**src/rtl/serdes_sched_pkg.sv**
```systemverilog
// Shared types and helpers for the round-robin serializer scheduler.
// Holds the FSM encoding, the ID-width rule and the default block geometry.
package serdes_sched_pkg;

   typedef enum logic [1:0] {
      IDLE   = 2'd0,
      ISSUE  = 2'd1,
      STREAM = 2'd2
   } sched_state_e;

   localparam int DEF_BIT_WIDTH = 32;
   localparam int DEF_N_SAMPLES = 8;
   localparam int DEF_BLK_W     = DEF_BIT_WIDTH * DEF_N_SAMPLES;

   // A single requester still needs a one-bit ID.
   function automatic int id_width(input int n);
      if (n <= 1) begin
         return 1;
      end else begin
         return $clog2(n);
      end
   endfunction

endpackage

```
**src/rtl/serializer_rr_scheduler_if.sv**
```systemverilog
// Producer/serializer side bundle of the round-robin scheduler.
// The slave modport is the scheduler; the master modport is its environment.
interface serializer_rr_scheduler_if #(
   parameter int BIT_WIDTH = serdes_sched_pkg::DEF_BIT_WIDTH,
   parameter int N_SAMPLES = serdes_sched_pkg::DEF_N_SAMPLES,
   parameter int N_REQ     = 4
);
   localparam int BLK  = BIT_WIDTH * N_SAMPLES;
   localparam int ID_W = serdes_sched_pkg::id_width(N_REQ);

   logic [N_REQ*BLK-1:0] recv_msg;
   logic [N_REQ-1:0]     recv_val;
   logic [N_REQ-1:0]     recv_rdy;
   logic [BLK-1:0]       ser_msg;
   logic                 ser_val;
   logic                 ser_rdy;
   logic                 mon_val;
   logic                 mon_rdy;
   logic [ID_W-1:0]      cur_id;
   logic                 busy;
   logic                 pkt_done;

   modport master (
      output recv_msg, recv_val, ser_rdy, mon_val, mon_rdy,
      input  recv_rdy, ser_msg, ser_val, cur_id, busy, pkt_done
   );

   modport slave (
      input  recv_msg, recv_val, ser_rdy, mon_val, mon_rdy,
      output recv_rdy, ser_msg, ser_val, cur_id, busy, pkt_done
   );

endinterface

```
**src/rtl/serializer_rr_scheduler_picker.sv**
```systemverilog
// Combinational round-robin picker: first set request at or after ptr, wrapping.
// The request vector is rotated so ptr lands on bit 0, then a lowest-set search runs.
module rr_priority_picker #(
   parameter int N_REQ = 4,
   parameter int ID_W  = 2
) (
   input  logic [N_REQ-1:0] req,
   input  logic [ID_W-1:0]  ptr,
   output logic [ID_W-1:0]  winner,
   output logic             any_valid
);

   localparam logic [ID_W:0] N_REQ_W = (ID_W+1)'(N_REQ);

   logic [2*N_REQ-1:0] dbl_s;
   logic [N_REQ-1:0]   rot_s;
   logic [ID_W-1:0]    off_s;
   logic [ID_W:0]      sum_s;

   // rotate, find lowest set offset, then map the offset back to an absolute index
   always_comb begin
      dbl_s = {req, req} >> ptr;
      rot_s = dbl_s[N_REQ-1:0];
      off_s = '0;
      for (int i = N_REQ - 1; i >= 0; i--) begin
         if (rot_s[i]) begin
            off_s = ID_W'(i);
         end else begin
            off_s = off_s;
         end
      end
      sum_s = {1'b0, ptr} + {1'b0, off_s};
      if (sum_s >= N_REQ_W) begin
         sum_s = sum_s - N_REQ_W;
      end else begin
         sum_s = sum_s;
      end
      winner    = sum_s[ID_W-1:0];
      any_valid = |req;
   end

endmodule

```
**src/rtl/serializer_rr_scheduler.sv**
```systemverilog
// Shares one serializer among N_REQ block producers with round-robin grants.
// A grant is held until the serializer output has shown N_SAMPLES handshakes.
module serializer_rr_scheduler
   import serdes_sched_pkg::*;
#(
   parameter int BIT_WIDTH = DEF_BIT_WIDTH,
   parameter int N_SAMPLES = DEF_N_SAMPLES,
   parameter int N_REQ     = 4
) (
   input logic                   clk,
   input logic                   reset,
   serializer_rr_scheduler_if.slave bus
);

   localparam int BLK   = BIT_WIDTH * N_SAMPLES;
   localparam int ID_W  = id_width(N_REQ);
   localparam int CNT_W = $clog2(N_SAMPLES) + 1;

   localparam logic [CNT_W-1:0] LAST_CNT = CNT_W'(N_SAMPLES - 1);
   localparam logic [ID_W-1:0]  LAST_ID  = ID_W'(N_REQ - 1);

   sched_state_e     state_r;
   sched_state_e     state_s;
   logic [ID_W-1:0]  ptr_r;
   logic [ID_W-1:0]  cur_id_r;
   logic [CNT_W-1:0] cnt_r;
   logic             pkt_done_r;

   logic [ID_W-1:0]  win_s;
   logic             any_s;
   logic             cur_val_s;
   logic             accept_s;
   logic             mon_hs_s;
   logic             last_word_s;
   logic [ID_W-1:0]  next_ptr_s;

   rr_priority_picker #(
      .N_REQ (N_REQ),
      .ID_W  (ID_W)
   ) u_picker (
      .req       (bus.recv_val),
      .ptr       (ptr_r),
      .winner    (win_s),
      .any_valid (any_s)
   );

   assign cur_val_s   = bus.recv_val[cur_id_r];
   assign accept_s    = cur_val_s & bus.ser_rdy;
   assign mon_hs_s    = bus.mon_val & bus.mon_rdy;
   assign last_word_s = (cnt_r == LAST_CNT);
   assign next_ptr_s  = (cur_id_r == LAST_ID) ? {ID_W{1'b0}} : (cur_id_r + ID_W'(1));

   // state register
   always_ff @(posedge clk or negedge reset) begin
      if (!reset) begin
         state_r <= IDLE;
      end else begin
         state_r <= state_s;
      end
   end

   // next-state logic
   always_comb begin
      state_s = state_r;
      case (state_r)
         IDLE: begin
            if (any_s) begin
               state_s = ISSUE;
            end else begin
               state_s = IDLE;
            end
         end
         ISSUE: begin
            // a producer withdrawing its block before acceptance forfeits the grant
            if (!cur_val_s) begin
               state_s = IDLE;
            end else if (bus.ser_rdy) begin
               state_s = STREAM;
            end else begin
               state_s = ISSUE;
            end
         end
         STREAM: begin
            if (mon_hs_s && last_word_s) begin
               state_s = IDLE;
            end else begin
               state_s = STREAM;
            end
         end
         default: begin
            state_s = IDLE;
         end
      endcase
   end

   // grant ID, word counter, arbitration pointer and end-of-packet pulse
   always_ff @(posedge clk or negedge reset) begin
      if (!reset) begin
         ptr_r      <= '0;
         cur_id_r   <= '0;
         cnt_r      <= '0;
         pkt_done_r <= 1'b0;
      end else begin
         pkt_done_r <= 1'b0;
         case (state_r)
            IDLE: begin
               if (any_s) begin
                  cur_id_r <= win_s;
               end else begin
                  cur_id_r <= cur_id_r;
               end
            end
            ISSUE: begin
               if (accept_s) begin
                  cnt_r <= '0;
               end else begin
                  cnt_r <= cnt_r;
               end
            end
            STREAM: begin
               if (mon_hs_s && last_word_s) begin
                  cnt_r      <= '0;
                  ptr_r      <= next_ptr_s;
                  pkt_done_r <= 1'b1;
               end else if (mon_hs_s) begin
                  cnt_r <= cnt_r + CNT_W'(1);
               end else begin
                  cnt_r <= cnt_r;
               end
            end
            default: begin
               cnt_r <= '0;
            end
         endcase
      end
   end

   // serializer-facing outputs; only ISSUE exposes a block and a ready
   always_comb begin
      bus.ser_msg  = '0;
      bus.ser_val  = 1'b0;
      bus.recv_rdy = '0;
      bus.busy     = 1'b0;
      case (state_r)
         IDLE: begin
            bus.busy = 1'b0;
         end
         ISSUE: begin
            bus.ser_msg            = bus.recv_msg[int'(cur_id_r)*BLK +: BLK];
            bus.ser_val            = cur_val_s;
            bus.recv_rdy[cur_id_r] = bus.ser_rdy;
            bus.busy               = 1'b1;
         end
         STREAM: begin
            bus.busy = 1'b1;
         end
         default: begin
            bus.busy = 1'b0;
         end
      endcase
   end

   assign bus.cur_id   = cur_id_r;
   assign bus.pkt_done = pkt_done_r;

endmodule
```
**src/flat_wrapper.sv**
```systemverilog
// flat-port wrapper written by rule: the top's interface ports become plain ports
module serializer_rr_scheduler_flat import serdes_sched_pkg::*;
#(
   parameter int BIT_WIDTH = DEF_BIT_WIDTH,
   parameter int N_SAMPLES = DEF_N_SAMPLES,
   parameter int N_REQ     = 4
)
  (clk, reset, bus_recv_msg, bus_recv_val, bus_ser_rdy, bus_mon_val, bus_mon_rdy, bus_recv_rdy, bus_ser_msg, bus_ser_val, bus_cur_id, bus_busy, bus_pkt_done);
  serializer_rr_scheduler_if #(.BIT_WIDTH(BIT_WIDTH), .N_SAMPLES(N_SAMPLES), .N_REQ(N_REQ)) bus_i ();
  input logic clk;
  input logic reset;
  input wire logic [$bits(bus_i.recv_msg)-1:0] bus_recv_msg;
  input wire logic [$bits(bus_i.recv_val)-1:0] bus_recv_val;
  input wire logic [$bits(bus_i.ser_rdy)-1:0] bus_ser_rdy;
  input wire logic [$bits(bus_i.mon_val)-1:0] bus_mon_val;
  input wire logic [$bits(bus_i.mon_rdy)-1:0] bus_mon_rdy;
  output wire logic [$bits(bus_i.recv_rdy)-1:0] bus_recv_rdy;
  output wire logic [$bits(bus_i.ser_msg)-1:0] bus_ser_msg;
  output wire logic [$bits(bus_i.ser_val)-1:0] bus_ser_val;
  output wire logic [$bits(bus_i.cur_id)-1:0] bus_cur_id;
  output wire logic [$bits(bus_i.busy)-1:0] bus_busy;
  output wire logic [$bits(bus_i.pkt_done)-1:0] bus_pkt_done;
  assign bus_i.recv_msg = bus_recv_msg;
  assign bus_i.recv_val = bus_recv_val;
  assign bus_i.ser_rdy = bus_ser_rdy;
  assign bus_i.mon_val = bus_mon_val;
  assign bus_i.mon_rdy = bus_mon_rdy;
  assign bus_recv_rdy = bus_i.recv_rdy;
  assign bus_ser_msg = bus_i.ser_msg;
  assign bus_ser_val = bus_i.ser_val;
  assign bus_cur_id = bus_i.cur_id;
  assign bus_busy = bus_i.busy;
  assign bus_pkt_done = bus_i.pkt_done;
  serializer_rr_scheduler #(.BIT_WIDTH(BIT_WIDTH), .N_SAMPLES(N_SAMPLES), .N_REQ(N_REQ)) u_core (.clk(clk), .reset(reset), .bus(bus_i));
endmodule
```
**config.mk**
```make
export PLATFORM = sky130hd
export DESIGN_NAME = serializer_rr_scheduler_flat
export DESIGN_NICKNAME = d
export VERILOG_FILES = /design/src/rtl/serdes_sched_pkg.sv /design/src/rtl/serializer_rr_scheduler_if.sv /design/src/rtl/serializer_rr_scheduler_picker.sv /design/src/rtl/serializer_rr_scheduler.sv /design/src/flat_wrapper.sv
export SDC_FILE = /design/constraint.sdc
export NUM_CORES = 1
export LEC_CHECK = 0
export BUFFER_PORTS_ARGS = -buffer_cell sky130_fd_sc_hd__buf_2
export CELL_PAD_IN_SITES_DETAIL_PLACEMENT = 0
export CELL_PAD_IN_SITES_GLOBAL_PLACEMENT = 1
export CORE_AREA = 2 2 504 506
export DETAILED_ROUTE_END_ITERATION = 6
export DIE_AREA = 0 0 506 508
export PLACE_DENSITY_LB_ADDON = 0.1
export SYNTH_ARGS = -nofsm -noshare
export SYNTH_HDL_FRONTEND = slang
export SYNTH_SLANG_ARGS = --single-unit
```
**constraint.sdc**
```tcl
create_clock -name clk -period 3.1 [get_ports clk]
set_input_delay 0.93 -clock clk [delete_from_list [all_inputs] [get_ports clk]]
set_output_delay 0.93 -clock clk [all_outputs]
set_load 0.1 [all_outputs]
```
== Word-level counts from Yosys, hierarchy flattened ==
Cells that the tools add are included.

* Bitwise gates (word level): 4
* Add/sub/neg operators: 4
* Equal/unequal tests: 6
* Muxes and demuxes: 25
* Reductions and logical operators: 8
* Shift-type cells: 2
* Order comparisons: 3

{| class="wikitable"
|+ Operator list
! kind !! number
|-
| $shiftx 1024x11->256 || 1
|-
| $mux 256 || 1
|-
| $mux 2 || 9
|-
| $mux 4 || 4
|-
| $pmux 4 s3 || 1
|-
| $shr 8x2->4 || 1
|-
| $mux 1 || 7
|-
| $pmux 2 s3 || 1
|-
| $add 4x1->4 const B || 1
|-
| $and 4x4->4 || 1
|-
| $eq 2x2->1 const B || 2
|-
| $eq 4x3->1 const B || 1
|-
| $reduce_and 2->1 || 2
|-
| $reduce_or 4->1 || 1
|-
| $add 2x2->3 || 1
|-
| $ge 3x3->1 const B || 1
|-
| $lt 2x3->1 const B || 1
|-
| $ne 3x1->1 const B || 1
|-
| $reduce_and 3->1 || 1
|-
| $add 2x1->2 const B || 1
|-
| $and 1x1->1 || 2
|-
| $bmux 1 s2 || 1
|-
| $demux 1 s2 || 1
|-
| $eq 2x1->1 const B || 1
|-
| other kinds (7) || 8
|}

* Input port bits: 1033
* Output and inout bits: 265
* Flip-flop bits (word level): 11

== Depth between registers and ports, before layout ==
Gate-level depths: netlist of run 1.

* Word-level depth: 8
* Depth in mapped cells: 10
* Depth with buffers taken out: 9

== Cells and area by module ==
A second synthesis of run 1 with hierarchy kept.

* Cell total of the unflattened synthesis: 687
* Area, all modules: 8594.5 sq um

{| class="wikitable"
|+ By module, submodules not included
! module !! cells each !! seq. area each (sq um) !! times used !! area an instance (sq um)
|-
| serializer_rr_scheduler || 660 || 275.3 || 1 || 8415.6
|-
| rr_priority_picker || 27 || 0.0 || 1 || 178.9
|}

== Least setup slack after synthesis of run 1 ==
OpenSTA, ideal clock, no wires.

* Kind: reg-to-output
* Start: register u_core.cur_id_r[1], in the netlist u_core.bus.cur_id[1]
* End: output bus_ser_msg[157]
* Path slack: -665 ps
* Required time: 2170 ps
* Stages on the path, launching flop included: 6
* Arrival: 2835 ps
* Cells stage by stage: dfrtp_1 > buf_2 > clkbuf_1 > buf_1 > mux4_2 > and2_1

* Longest elaborated chain between the ends: 2

{| class="wikitable"
|+ RTL lines
! what !! RTL line !! RTL
|-
| start: declaration || serializer_rr_scheduler.sv:25 || <nowiki>logic [ID_W-1:0] cur_id_r;</nowiki>
|-
| start signal: assignment || serializer_rr_scheduler.sv:108 || <nowiki>cur_id_r <= win_s;</nowiki>
|-
| start signal: assignment || serializer_rr_scheduler.sv:110 || <nowiki>cur_id_r <= cur_id_r;</nowiki>
|-
| $shiftx 1024x11->256 || serializer_rr_scheduler.sv:149 || <nowiki>bus.ser_msg = bus.recv_msg[int'(cur_id_r)*BLK +: BLK];</nowiki>
|-
| $mux 256 || serializer_rr_scheduler.sv:144 || <nowiki>case (state_r)</nowiki>
|-
| end: declaration || flat_wrapper.sv:18 || <nowiki>output wire logic [$bits(bus_i.ser_msg)-1:0] bus_ser_msg;</nowiki>
|}

No other way between the ends.

== Worst setup path after layout of run 1 ==
* Start: register u_core.cur_id_r[0], in the netlist u_core.bus.cur_id[0]
* End: output bus_ser_msg[168]

Same word-level chain as after synthesis.

==> out/qor_table.md, run 1 <==
| Item | Value |
|:---|:---|
| Final-layout worst hold slack | 0.478 ns |
| Worst skew pair latency | 0.24 ns |
| Data arrival, critical path | 2.27 ns |
| Register-to-register setup slack | 0.56 ns |
| Area overhead of the layout relative to synthesis | 179% |
| HP Start | u_core.cnt_r[3] |
| Die H | 508 microns |
| Reported max-cap violation count | 0 |
| Setup repair after global routing missed its margin | yes |
| Path type of the worst setup path | reg -> out |
| Maximum number of pins on one net before global-route repair | 77 |
| Residual overflow from global routing | 0 |
| Routed WL | 145 mm |
| Net count after synthesis | 1735 |
| Worst-Margin Slew | 0.662 ns |
| Sequential area share after synthesis | 3.21% |
| Worst r2r src | u_core.bus.cur_id[0] |
| Global-route usage over all layers | 10.7% |
| WHS Path Cells | 1 |
| Die boundary width | 506 microns |
| Cell area after placement | 0.0219 sq mm |
| Top cells by area in the synthesized netlist | sky130_fd_sc_hd__mux4_2 (68%), sky130_fd_sc_hd__and2_1 (19%), sky130_fd_sc_hd__dfrtp_1 (3.2%) |
| Final setup fails | 77 |
| Total number of clock tree sinks | 11 |
| Clock root buffer master | sky130_fd_sc_hd__clkbuf_16 |
| Number of standard cells after synthesis | 692 |
| Setup TNS Final | -1.84 ns |
| Number of input and output port buffers inserted | 1297 |
| Number of DRC markers in iteration 0 | 531 |
| Run status | finished with violations |
| Fraction of final layout cells sized beyond drive strength 1 | 95.5% |
| Final number of max-transition violations | 0 |
| Number of unique standard cell types used by synthesis | 32 |
| Fmax | 313 MHz |
| Initial core utilization | 3.39% |
| Number of placed I/O pins | 1298 |
| Most frequent standard cell in the layout excluding fill and tap cells | sky130_fd_sc_hd__buf_2 |
| Synthesized cell area | 0.00857 sq mm |
| Final Cycle Share | 103% |
| Capture instance of the worst register-to-register path | u_core.cnt_r[0] |
| Clock edge transition at the registers on the reported setup and hold paths | 0.05 ns |
| Final-report hold violation count | 0 |
| Fraction of registers with async set or reset after synthesis | 100% |
| Count of yosys warnings during synthesis | 0 |
| DRC violation count after routing | 0 |
| Core outline area | 0.252 sq mm |
| Sink of the worst hold path | u_core.cnt_r[3] |
| Wire length of the first global-routing pass | 176 mm |
| Largest fanout on the critical path | 15 |
| Setup crit start kind | register |
| Most common flop cell mapped by yosys | sky130_fd_sc_hd__dfrtp_1 |
| Worst slack at placement | -0.0814 ns |
| Filler Cell Count | 29400 |
| Hold buffers post-CTS | 0 |
| Number of antenna violations at the first check in global routing | 94 |
| Pwr/cell area | 1420 mW/mm^2 |
| Area share of the leading cell type in the synthesized netlist | 67.6% |
| Via total after detailed routing | 12900 |
| Reg2reg path depth | 10 |
| Number of vias per cell | 2.39 |
| Per-instance average area after synthesis | 12.4 sq um |
| TritonCTS Buffers | 3 |
| CTS tree | done |
| IR drop worst, VDD | 0.000509 V |
| Number of synthesized flops with an enable pin | 0 |
| Commonest cells after routing, fill and taps aside | sky130_fd_sc_hd__buf_2 (1039), sky130_fd_sc_hd__mux4_2 (257), sky130_fd_sc_hd__and2_4 (230), sky130_fd_sc_hd__buf_12 (198), sky130_fd_sc_hd__buf_4 (104) |
| Worst slew margin | 56.2% |
| Cell type with the largest total area after synthesis | sky130_fd_sc_hd__mux4_2 |
| Max Buffers Root-to-Sink | 2 |
| Static leakage power | 0.00972 uW |
| Routability-driven placement congestion ratio | 0.823 |
| Floorplan die area | 0.257 sq mm |
| WL/cell | 26.8 microns |
| Sort of element at the end of the critical path | output port |
| Final net count | 3037 |
| Site row count | 185 |
| Class of the worst hold path | reg -> reg |
| Crit path setup slack, layout | -0.100 ns |
| Required arrival time at the worst endpoint | 2.17 ns |
| Vias in the first global route | 14400 |
| Worst Skew | 0.00255 ns |
| Count of antenna-violating nets left after detailed routing | 0 |
| Design area | 0.0239 sq mm |
| Synth Register Bits | 11 |
| Post-layout min period | 3.20 ns |
| Violated checks | setup timing |
| H-tree depth reported by CTS | 1 |
| DR pass1 iterations | 4 |
| DPL Wire Length | 135 mm |
cell usage after synthesis (2+ instances only):
| library cell | count |
|---|---|
| sky130_fd_sc_hd__buf_2 | 33 |
| sky130_fd_sc_hd__and2_1 | 259 |
| sky130_fd_sc_hd__nor2b_1 | 2 |
| sky130_fd_sc_hd__nand2_1 | 11 |
| sky130_fd_sc_hd__dfrtp_1 | 11 |
| sky130_fd_sc_hd__clkbuf_1 | 45 |
| sky130_fd_sc_hd__o21ai_0 | 4 |
| sky130_fd_sc_hd__nand3_1 | 2 |
| sky130_fd_sc_hd__and3_1 | 4 |
| sky130_fd_sc_hd__nor3b_1 | 2 |
| sky130_fd_sc_hd__buf_1 | 10 |
| sky130_fd_sc_hd__nor2_1 | 3 |
| sky130_fd_sc_hd__inv_1 | 9 |
| sky130_fd_sc_hd__ha_1 | 10 |
| sky130_fd_sc_hd__a21oi_1 | 9 |
| sky130_fd_sc_hd__a211oi_1 | 3 |
| sky130_fd_sc_hd__mux2_2 | 3 |
| sky130_fd_sc_hd__o41ai_1 | 2 |
| sky130_fd_sc_hd__mux4_2 | 257 |
where the power goes:
group	switching, uW	total (uW)	leakage, uW	internal (uW)
Clock	74.6	248	0.0000385	174
Combinational	21600	33400	0.00954	11700
Sequential	45.8	225	0.000145	179
Total	21700	33800	0.00972	12100
registers in the layout, indices dropped and copies added, names as in the netlist:
name,flops
u_core.bus.cur_id,2
u_core.bus.pkt_done,1
u_core.cnt_r,4
u_core.ptr_r,2
u_core.state_r,2
how the worst max path moves through the flow:
stage | from | end | slack [ns] | cells after the start
after floorplan | u_core.bus.cur_id[0] | bus_ser_msg[157] | -0.02 | 5
after global placement | bus_recv_msg[680] | bus_ser_msg[168] | -0.10 | 4
after detailed placement | bus_recv_msg[680] | bus_ser_msg[168] | -0.08 | 4
after CTS | u_core.bus.cur_id[0] | bus_ser_msg[168] | -0.17 | 5
after global routing | u_core.bus.cur_id[0] | bus_ser_msg[208] | -0.15 | 5
final | u_core.bus.cur_id[0] | bus_ser_msg[168] | -0.1 | 5
timing repair:
item / 4_1_cts / 5_1_grt
pin swaps: 11 / 42
gates resized for setup: 269 / 166
gates cloned: 4 / 5
setup endpoints to repair: 218 / 216
buffers inserted: 9 / 4
area by class of cell:
type                       instances  area [sq um]  share of cell area (%)
clock buffer                       4          78.8                   0.330
antenna                           50           125                   0.524
inverter                           9          33.8                   0.141
sequential                        11           283                    1.18
tap                             3366          4210                    17.6
timing repair buffer            1386         10700                    44.6
multi-input combinational        583          8490                    35.6
critical path, stage by stage (launching register included):
cell	delay [ns]
sky130_fd_sc_hd__dfrtp_4	0.48
sky130_fd_sc_hd__buf_12	0.19
sky130_fd_sc_hd__buf_6	0.19
sky130_fd_sc_hd__mux4_2	0.62
sky130_fd_sc_hd__and2_4	0.22
sky130_fd_sc_hd__buf_4	0.23
per-layer routing:
layer / vias up / share of wire [%] / GRT usage, %
met5: - / 0.25 / 0
met4: 54 / 0.69 / 0.444
met3: 124 / 14 / 6.54
met2: 913 / 52 / 19.7
met1: 6326 / 34 / 10.6
li1: 5491 / - / -
cell families after synthesis:
logic type                 after synthesis  synth area share, %
adders and majority gates               10                 1.46
AOI/OAI and AO/OA                       22                 1.61
DFF                                     11                 3.21
buffers and inverters                   98                 4.82
xor gates and xnor gates                 2                0.205
and+or+nand+nor                        289                 20.7
muxes                                  260                 68.0
stage by stage:
stage / power (uW) / utilization, % / std cells
floorplan: 20400 / - / 692
global placement: 31800 / 8.66 / 5335
detailed placement: 31700 / 8.66 / 5335
CTS: 33800 / 9.13 / 5352
global route: 35400 / 9.43 / 5370
finish: 33800 / 9.46 / 5409
(Power assumes the default switching activity.)
==> run 2, diff against run 1 <==
--- a/config.mk
+++ b/config.mk
@@ -5,12 +5,13 @@
 export SDC_FILE = /design/constraint.sdc
 export NUM_CORES = 1
 export LEC_CHECK = 0
+export ABC_AREA = 1
 export BUFFER_PORTS_ARGS = -buffer_cell sky130_fd_sc_hd__buf_2
 export CELL_PAD_IN_SITES_DETAIL_PLACEMENT = 0
 export CELL_PAD_IN_SITES_GLOBAL_PLACEMENT = 1
-export CORE_AREA = 2 2 504 506
+export CORE_AREA = 2 2 500 502
 export DETAILED_ROUTE_END_ITERATION = 6
-export DIE_AREA = 0 0 506 508
+export DIE_AREA = 0 0 502 504
 export PLACE_DENSITY_LB_ADDON = 0.1
 export SYNTH_ARGS = -nofsm -noshare
 export SYNTH_HDL_FRONTEND = slang
==> out/qor_table.md, run 2 <==
| Item | Value | Delta |
|:---|:---|:---|
| Run status | finished clean | was finished with violations |
| Maximum number of pins on one net before global-route repair | 48 | was 77 |
| H-tree depth reported by CTS | 1 | unchanged |
| WHS Path Cells | 2 | was 1 |
| Final net count | 4461 | was 3037 |
| Routed WL | 168 mm | was 145 mm |
| Number of unique standard cell types used by synthesis | 22 | was 32 |
| Reg2reg path depth | 11 | was 10 |
| Commonest cells after routing, fill and taps aside | sky130_fd_sc_hd__buf_2 (1036), sky130_fd_sc_hd__nor2_1 (1015), sky130_fd_sc_hd__o21ai_1 (399), sky130_fd_sc_hd__buf_12 (316), sky130_fd_sc_hd__a21oi_4 (256) | was sky130_fd_sc_hd__buf_2 (1039), sky130_fd_sc_hd__mux4_2 (257), sky130_fd_sc_hd__and2_4 (230), sky130_fd_sc_hd__buf_12 (198), sky130_fd_sc_hd__buf_4 (104) |
| Crit path setup slack, layout | 0.00216 ns | was -0.100 ns |
| DPL Wire Length | 147 mm | was 135 mm |
| Largest fanout on the critical path | 29 | was 15 |
| Commonest cells post-synth | sky130_fd_sc_hd__nor2_1 (1037), sky130_fd_sc_hd__o21ai_1 (435), sky130_fd_sc_hd__a21oi_1 (258) | was sky130_fd_sc_hd__and2_1 (259), sky130_fd_sc_hd__mux4_2 (257), sky130_fd_sc_hd__clkbuf_1 (45) |
| Path type of the worst setup path | reg -> out | unchanged |
| Most frequent standard cell in the layout excluding fill and tap cells | sky130_fd_sc_hd__buf_2 | unchanged |
| Largest register FFs | 4 | unchanged |
| Fraction of final layout cells sized beyond drive strength 1 | 53.9% | was 95.5% |
| Slowest Stage Delay on Critical Path | 0.53 ns | was 0.62 ns |
| IR drop worst, VDD | 0.000617 V | was 0.000509 V |
| Count of antenna-violating nets left after detailed routing | 0 | unchanged |
| Register-to-register setup slack | 1.11 ns | was 0.56 ns |
| Number of synthesized flops with an enable pin | 0 | unchanged |
| Number of vias per cell | 2.95 | was 2.39 |
| Buffers & Inverters on Critical Path | 3 | unchanged |
| Area overhead of the layout relative to synthesis | 205% | was 179% |
| Worst r2r src | u_core.bus.cur_id[0] | unchanged |
| Die boundary width | 502 microns | was 506 microns |
| Pwr/cell area | 1590 mW/mm^2 | was 1420 mW/mm^2 |
| Fmax | 323 MHz | was 313 MHz |
| Static leakage power | 0.0113 uW | was 0.00972 uW |
| Count of yosys warnings during synthesis | 0 | unchanged |
| Clock edge transition at the registers on the reported setup and hold paths | 0.05 ns | about the same |
| Final setup fails | 0 | was 77 |
| Class of the worst hold path | reg -> reg | unchanged |
| Capture instance of the worst register-to-register path | u_core.cnt_r[1] | was u_core.cnt_r[0] |
| Die H | 504 microns | was 508 microns |
| Net count after synthesis | 3163 | was 1735 |
| DRC violation count after routing | 0 | unchanged |
| Setup crit start kind | register | unchanged |
| Area share of the leading cell type in the synthesized netlist | 40.7% | was 67.6% |
| Number of placed I/O pins | 1298 | unchanged |
| Wire length of the first global-routing pass | 214 mm | was 176 mm |
| Global-route usage over all layers | 12.5% | was 10.7% |
| Final number of max-transition violations | 0 | unchanged |
| Final-report hold violation count | 0 | unchanged |
| WL/cell | 24.7 microns | was 26.8 microns |
| Via total after detailed routing | 20000 | was 12900 |
| Final Cycle Share | 99.9% | was 103% |
| Vias in the first global route | 20900 | was 14400 |
| Worst slack at placement | -0.0176 ns | was -0.0814 ns |
| Total number of clock tree sinks | 11 | unchanged |
| Number of DRC markers in iteration 0 | 1064 | was 531 |
| Per-instance average area after synthesis | 4.51 sq um | was 12.4 sq um |
| Sort of element at the end of the critical path | output port | unchanged |
| Cell with the biggest individual delay on the critical path | sky130_fd_sc_hd__dfrtp_4 | was sky130_fd_sc_hd__mux4_2 |
| Data arrival, critical path | 2.17 ns | was 2.27 ns |
| Synth Register Bits | 11 | unchanged |
| Number of antenna violations at the first check in global routing | 155 | was 94 |
| Worst skew pair latency | 0.25 ns | was 0.24 ns |
| CTS tree | done | unchanged |
| Post-layout min period | 3.10 ns | was 3.20 ns |
| Cell type with the largest total area after synthesis | sky130_fd_sc_hd__nor2_1 | was sky130_fd_sc_hd__mux4_2 |
| Floorplan die area | 0.253 sq mm | was 0.257 sq mm |
| Site row count | 183 | was 185 |
| Cell family with the largest share of critical-path delay | buffers and inverters | was multiplexers |
| Top reg by flops | u_core.cnt_r | unchanged |
| Ordered cell list for the critical path | buf_12 -> buf_12 -> nor2_1 -> o21ai_2 -> a21oi_4 -> buf_12 | was buf_12 -> buf_6 -> mux4_2 -> and2_4 -> buf_4 |
| Max Buffers Root-to-Sink | 2 | unchanged |
| Sequential area share after synthesis | 2.88% | was 3.21% |
| Number of input and output port buffers inserted | 1297 | unchanged |
| Clock root buffer master | sky130_fd_sc_hd__clkbuf_16 | unchanged |
| TritonCTS Buffers | 3 | unchanged |
| Setup repair after global routing missed its margin | yes | unchanged |
| Critical Path Most Common Cell | sky130_fd_sc_hd__buf_12 |  |
| DR pass1 iterations | 5 | was 4 |
| HP Start | u_core.cnt_r[3] | unchanged |
| Filler Cell Count | 29100 | was 29400 |
| Worst-Margin Slew | 0.622 ns | was 0.662 ns |
| Most common flop cell mapped by yosys | sky130_fd_sc_hd__dfrtp_1 | unchanged |
| Final-layout worst hold slack | 0.526 ns | was 0.478 ns |
| Fraction of registers with async set or reset after synthesis | 100% | unchanged |
| Required arrival time at the worst endpoint | 2.17 ns | about the same |
| Dominant cell by count in the synthesized netlist | sky130_fd_sc_hd__nor2_1 | was sky130_fd_sc_hd__and2_1 |
| Number of standard cells after synthesis | 2120 | was 692 |
| Synthesized cell area | 0.00957 sq mm | was 0.00857 sq mm |
| Residual overflow from global routing | 0 | unchanged |
| Worst slew margin | 58.2% | was 56.2% |
| Worst Skew | 0.00207 ns | was 0.00255 ns |
| Routability-driven placement congestion ratio | 0.826 | was 0.823 |
| Sink of the worst hold path | u_core.cnt_r[3] | unchanged |
| Startpoint of the worst setup timing path | u_core.bus.cur_id[1] | was u_core.bus.cur_id[0] |
| Initial core utilization | 3.86% | was 3.39% |
| Core outline area | 0.248 sq mm | was 0.252 sq mm |
| Top cells by area in the synthesized netlist | sky130_fd_sc_hd__nor2_1 (41%), sky130_fd_sc_hd__o21ai_1 (23%), sky130_fd_sc_hd__a21oi_1 (13%) | was sky130_fd_sc_hd__mux4_2 (68%), sky130_fd_sc_hd__and2_1 (19%), sky130_fd_sc_hd__dfrtp_1 (3.2%) |
| Reported max-cap violation count | 0 | unchanged |
| Stages on worst setup path | 6 | was 5 |
-- run 2: changes by cell type after synthesis, moves of 76 or more --
cell                      delta
sky130_fd_sc_hd__nor2_1   +1034
sky130_fd_sc_hd__o21ai_0    +76
sky130_fd_sc_hd__and2_1    -259
sky130_fd_sc_hd__a21oi_1   +249
sky130_fd_sc_hd__mux4_2    -257
sky130_fd_sc_hd__o21ai_1   +435
-- run 2: worst register-to-register path: cells and delay by family, from the launching register on --
kind            cells  cell delay [ns]
flops               1             0.52
compound gates      1             0.21
simple gates        6             0.55
buf+inv             4             0.60
-- run 2: power by group --
group | leakage [uW] | switching (uW) | internal, uW
clock | 0.0000412 | 85.7 | 173
sequential | 0.000134 | 56.3 | 182
combinational | 0.0112 | 30900 | 15000
total | 0.0113 | 31100 | 15300
-- run 2: through the flow --
step / power (uW) / cells / instance area (sq um) / utilization (%) / setup TNS, ns
6_report: 46400 / 6799 / 29200 / 11.8 / 0
5_1_grt: 48900 / 6766 / 29100 / 11.8 / -0.939
4_1_cts: 47100 / 6736 / 28700 / 11.6 / -1.35
3_5_place_dp: 45800 / 6719 / 28100 / 11.4 / -0.0176
3_3_place_gp: 46100 / 6719 / 28100 / 11.4 / -0.0352
2_1_floorplan: 26700 / 2120 / 12500 / - / -10.11
-- run 2: repair_timing --
action                                  in CTS  in global routing
cloned                                       4                  4
hold buffers                                 0                  0
buffers inserted                             9                  8
endpoints found under the setup margin      91                139
pin swaps                                   15                 16
gates resized for setup                     63                 79
-- run 2: how the worst max path moves through the flow --
stage	end	slack (ns)
after floorplan	bus_ser_msg[215]	-0.34
after global placement	bus_ser_msg[96]	-0.04
after detailed placement	bus_ser_msg[96]	-0.02
after CTS	bus_ser_msg[143]	-0.08
after global routing	bus_ser_msg[144]	-0.08
final	bus_ser_msg[176]	0.002
-- run 2: kinds of logic (layout without fill, tap and decap cells) --
logic type / count (synthesis) / after routing / share of synthesized area [%]
compound gates: 775 / 775 / 40.7
xor+xnor: 1 / 1 / 0.0916
fa+ha+maj: 10 / 10 / 1.31
buf+inv: 219 / 1516 / 11.1
flops: 11 / 11 / 2.88
other cells: 0 / 52 / 0
simple gates: 1104 / 1104 / 43.9
-- run 2: final cells by class --
type	instances	area (sq um)	area share [%]
multi-input cells	1890	11400	39.1
flip-flops and latches	11	283	0.968
well taps	3330	4170	14.3
clock buffers	3	75.1	0.257
clock inverters	1	5.00	0.0171
diodes	52	130	0.446
inverters	20	135	0.463
repair buffers	1492	13000	44.5
-- run 2: per-layer routing --
metal / wire length (microns) / vias up / track usage (%)
li1: - / 9658 / -
met1: 70200 / 9098 / 15.1
met2: 80900 / 969 / 21.9
met3: 14300 / 224 / 4.30
met4: 1960 / 96 / 1.27
met5: 594 / - / 0
==> run 3, diff against run 2 <==
--- a/config.mk
+++ b/config.mk
@@ -13,6 +13,7 @@
 export DETAILED_ROUTE_END_ITERATION = 6
 export DIE_AREA = 0 0 502 504
 export PLACE_DENSITY_LB_ADDON = 0.1
+export SETUP_SLACK_MARGIN = 0.3
 export SYNTH_ARGS = -nofsm -noshare
 export SYNTH_HDL_FRONTEND = slang
 export SYNTH_SLANG_ARGS = --single-unit
==> constraint.sdc (replaced) <==
create_clock -name clk -period 3.1 [get_ports clk]
set_input_delay 0.155 -clock clk [delete_from_list [all_inputs] [get_ports clk]]
set_output_delay 0.155 -clock clk [all_outputs]
set_load 0.1 [all_outputs]
==> out/qor_table.md, run 3 (synthesis gave the netlist of run 2 again) <==
| Item | Value | Delta |
|:---|:---|:---|
| Run status | finished clean | unchanged |
| Clock edge transition at the registers on the reported setup and hold paths | 0.07 ns | was 0.05 ns |
| Sort of element at the end of the critical path | output port | unchanged |
| Pwr/cell area | 1590 mW/mm^2 | about the same |
| Setup crit start kind | register | unchanged |
| Final net count | 4374 | was 4461 |
| Worst skew pair latency | 0.27 ns | was 0.25 ns |
| Most frequent standard cell in the layout excluding fill and tap cells | sky130_fd_sc_hd__buf_2 | unchanged |
| IR drop worst, VDD | 0.000622 V | was 0.000617 V |
| Required arrival time at the worst endpoint | 2.94 ns | was 2.17 ns |
| Site row count | 183 | unchanged |
| Number of DRC markers in iteration 0 | 1015 | was 1064 |
| Class of the worst hold path | in -> reg | was reg -> reg |
| Ordered cell list for the critical path | buf_12 -> buf_4 -> nor2_1 -> nor2_1 -> o21ai_1 -> a21oi_4 -> buf_2 | was buf_12 -> buf_12 -> nor2_1 -> o21ai_2 -> a21oi_4 -> buf_12 |
| Reported max-cap violation count | 0 | unchanged |
| Worst slew margin | 43.5% | was 58.2% |
| Final Cycle Share | 84.0% | was 99.9% |
| Largest register FFs | 4 | unchanged |
| Total area of sequential cells | 283 sq um | unchanged |
| Combined area of the multi-input logic cells | 0.0111 sq mm | was 0.0114 sq mm |
| Placed Instances | 6655 | was 6719 |
| Vias in the first global route | 20900 | about the same |
| Internal Dissipation | 13300 uW | was 15300 uW |
| Via total after detailed routing | 19600 | was 20000 |
| Area overhead of the layout relative to synthesis | 186% | was 205% |
| Buffers & Inverters on Critical Path | 3 | unchanged |
| Commonest cells after routing, fill and taps aside | sky130_fd_sc_hd__buf_2 (1042), sky130_fd_sc_hd__nor2_1 (1033), sky130_fd_sc_hd__o21ai_1 (435), sky130_fd_sc_hd__buf_12 (285), sky130_fd_sc_hd__a21oi_4 (255) | was sky130_fd_sc_hd__buf_2 (1036), sky130_fd_sc_hd__nor2_1 (1015), sky130_fd_sc_hd__o21ai_1 (399), sky130_fd_sc_hd__buf_12 (316), sky130_fd_sc_hd__a21oi_4 (256) |
| Maximum number of pins on one net before global-route repair | 73 | was 48 |
| Flop pwr share | 0.6% | was 0.5% |
| Data arrival, critical path | 2.45 ns | was 2.17 ns |
| Static leakage power | 0.0105 uW | was 0.0113 uW |
| H-tree depth reported by CTS | 1 | unchanged |
| Global-route usage over all layers | 12.7% | was 12.5% |
| Initial core utilization | 3.86% | unchanged |
| Final setup fails | 0 | unchanged |
| Largest fanout on the critical path | 35 | was 29 |
| Slowest Stage Delay on Critical Path | 0.51 ns | was 0.53 ns |
| Routed WL | 168 mm | about the same |
| Number of placed I/O pins | 1298 | unchanged |
| Fraction of power spent switching nets | 69.5% | was 67.0% |
| Final number of max-transition violations | 0 | unchanged |
| Clock root buffer master | sky130_fd_sc_hd__clkbuf_16 | unchanged |
| Critical Path Most Common Cell | sky130_fd_sc_hd__nor2_1 | was sky130_fd_sc_hd__buf_12 |
| Cell with the biggest individual delay on the critical path | sky130_fd_sc_hd__dfrtp_4 | unchanged |
| Path type of the worst setup path | reg -> out | unchanged |
| Logic pwr share | 98.8% | was 98.9% |
| # Post-CTS Setup Buffers | 0 | was 9 |
| Fmax | 384 MHz | was 323 MHz |
| Top reg by flops | u_core.cnt_r | unchanged |
| Worst-Margin Slew | 0.838 ns | was 0.622 ns |
| Clk pwr share | 0.7% | was 0.6% |
| Max Buffers Root-to-Sink | 2 | unchanged |
| Number of vias per cell | 2.93 | was 2.95 |
| Number of antenna violations at the first check in global routing | 135 | was 155 |
| Count of antenna-violating nets left after detailed routing | 0 | unchanged |
| Routability-driven placement congestion ratio | 0.828 | was 0.826 |
| Final Instance Count excl. Fillers | 6693 | was 6799 |
| Post-layout utilization of the core | 11.0% | was 11.8% |
| DR pass1 iterations | 5 | unchanged |
| Fraction of final layout cells sized beyond drive strength 1 | 50.4% | was 53.9% |
| Setup TNS Final | 0 ns | unchanged |
| Total number of clock tree sinks | 11 | unchanged |
| Final-report hold violation count | 0 | unchanged |
| Residual overflow from global routing | 0 | unchanged |
| TritonCTS Buffers | 3 | unchanged |
| WL/cell | 25.1 microns | was 24.7 microns |
| Net switching power figure | 30300 uW | was 31100 uW |
| Filler Cell Count | 29300 | was 29100 |
| Post-layout min period | 2.60 ns | was 3.10 ns |
| Setup repair after global routing missed its margin | no | was yes |
| Cell family with the largest share of critical-path delay | buffers and inverters | unchanged |
| Wire length of the first global-routing pass | 216 mm | was 214 mm |
| Core outline area | 0.248 sq mm | unchanged |
| Worst Skew | 0.0133 ns | was 0.00207 ns |
| CTS tree | done | unchanged |
| DPL Wire Length | 148 mm | was 147 mm |
| Floorplan die area | 0.253 sq mm | unchanged |
| Number of input and output port buffers inserted | 1297 | unchanged |
| Die H | 504 microns | unchanged |
| DRC violation count after routing | 0 | unchanged |
| Die boundary width | 502 microns | unchanged |
[run 3: cell types whose count changed in the layout (fill, tap and decap cells not counted), sizes merged, moves of 2 or more]
cell    change
buf        -84
diode      -19
clkbuf      -4
inv         +2
[run 3: final timing paths]
kind,slack [ns],from,to,cells past startpoint
max,0.50,u_core.bus.cur_id[0],bus_ser_msg[114],7
min,0.23,bus_ser_rdy,u_core.state_r[1],3
max reg2reg,0.96,u_core.state_r[1],u_core.state_r[0],7
min reg2reg,0.51,u_core.cnt_r[3],u_core.cnt_r[3],2
max in group asynchronous,2.38,reset,u_core.bus.cur_id[0],2
min in group asynchronous,0.38,reset,u_core.ptr_r[1],2
[run 3: metal layers]
layer | vias up | wire length [microns] | track usage, %
met5 | - | 600 | 0
met4 | 98 | 1470 | 0.583
met3 | 210 | 14900 | 4.60
met2 | 960 | 81300 | 22.4
met1 | 8905 | 70000 | 15.2
li1 | 9437 | - | -
[run 3: area by class of cell]
cell class | instances | share of cell area, %
timing repair buffer | 1405 | 42.1
multi-input combinational | 1890 | 40.7
tap | 3330 | 15.2
sequential | 11 | 1.03
inverter | 20 | 0.357
antenna | 33 | 0.302
clock buffer | 3 | 0.275
clock inverter | 1 | 0.0183
[run 3: power by group through the flow]
stage	Combinational, uW	Clock (uW)	Sequential, uW
floorplan	26400	0	298
global placement	44500	0	248
detailed placement	44300	0	249
CTS	44500	304	246
global route	45500	306	249
finish	43100	286	242
[run 3: through the flow]
stage          worst slack [ns]  hold WS, ns  area [sq um]  total power, uW
2_1_floorplan             0.233       -0.141         12500            26700
3_3_place_gp              0.646        0.125         27200            44700
3_5_place_dp              0.596        0.123         27200            44600
4_1_cts                   0.317        0.246         27200            45000
5_1_grt                   0.303        0.272         27300            46100
6_report                  0.497        0.231         27300            43600
[run 3: worst min-delay path: cells and delay by family]
kind            cells  cell delay, ns
compound gates      1            0.06
buf+inv             1            0.13
simple gates        1            0.09
[run 3: repair_timing]
item | 4_1_cts | 5_1_grt
hold endpoints to repair | 11 | 0
endpoints found under the setup margin | 0 | 2
resized for setup | 0 | 1
hold buffers | 1 | 0
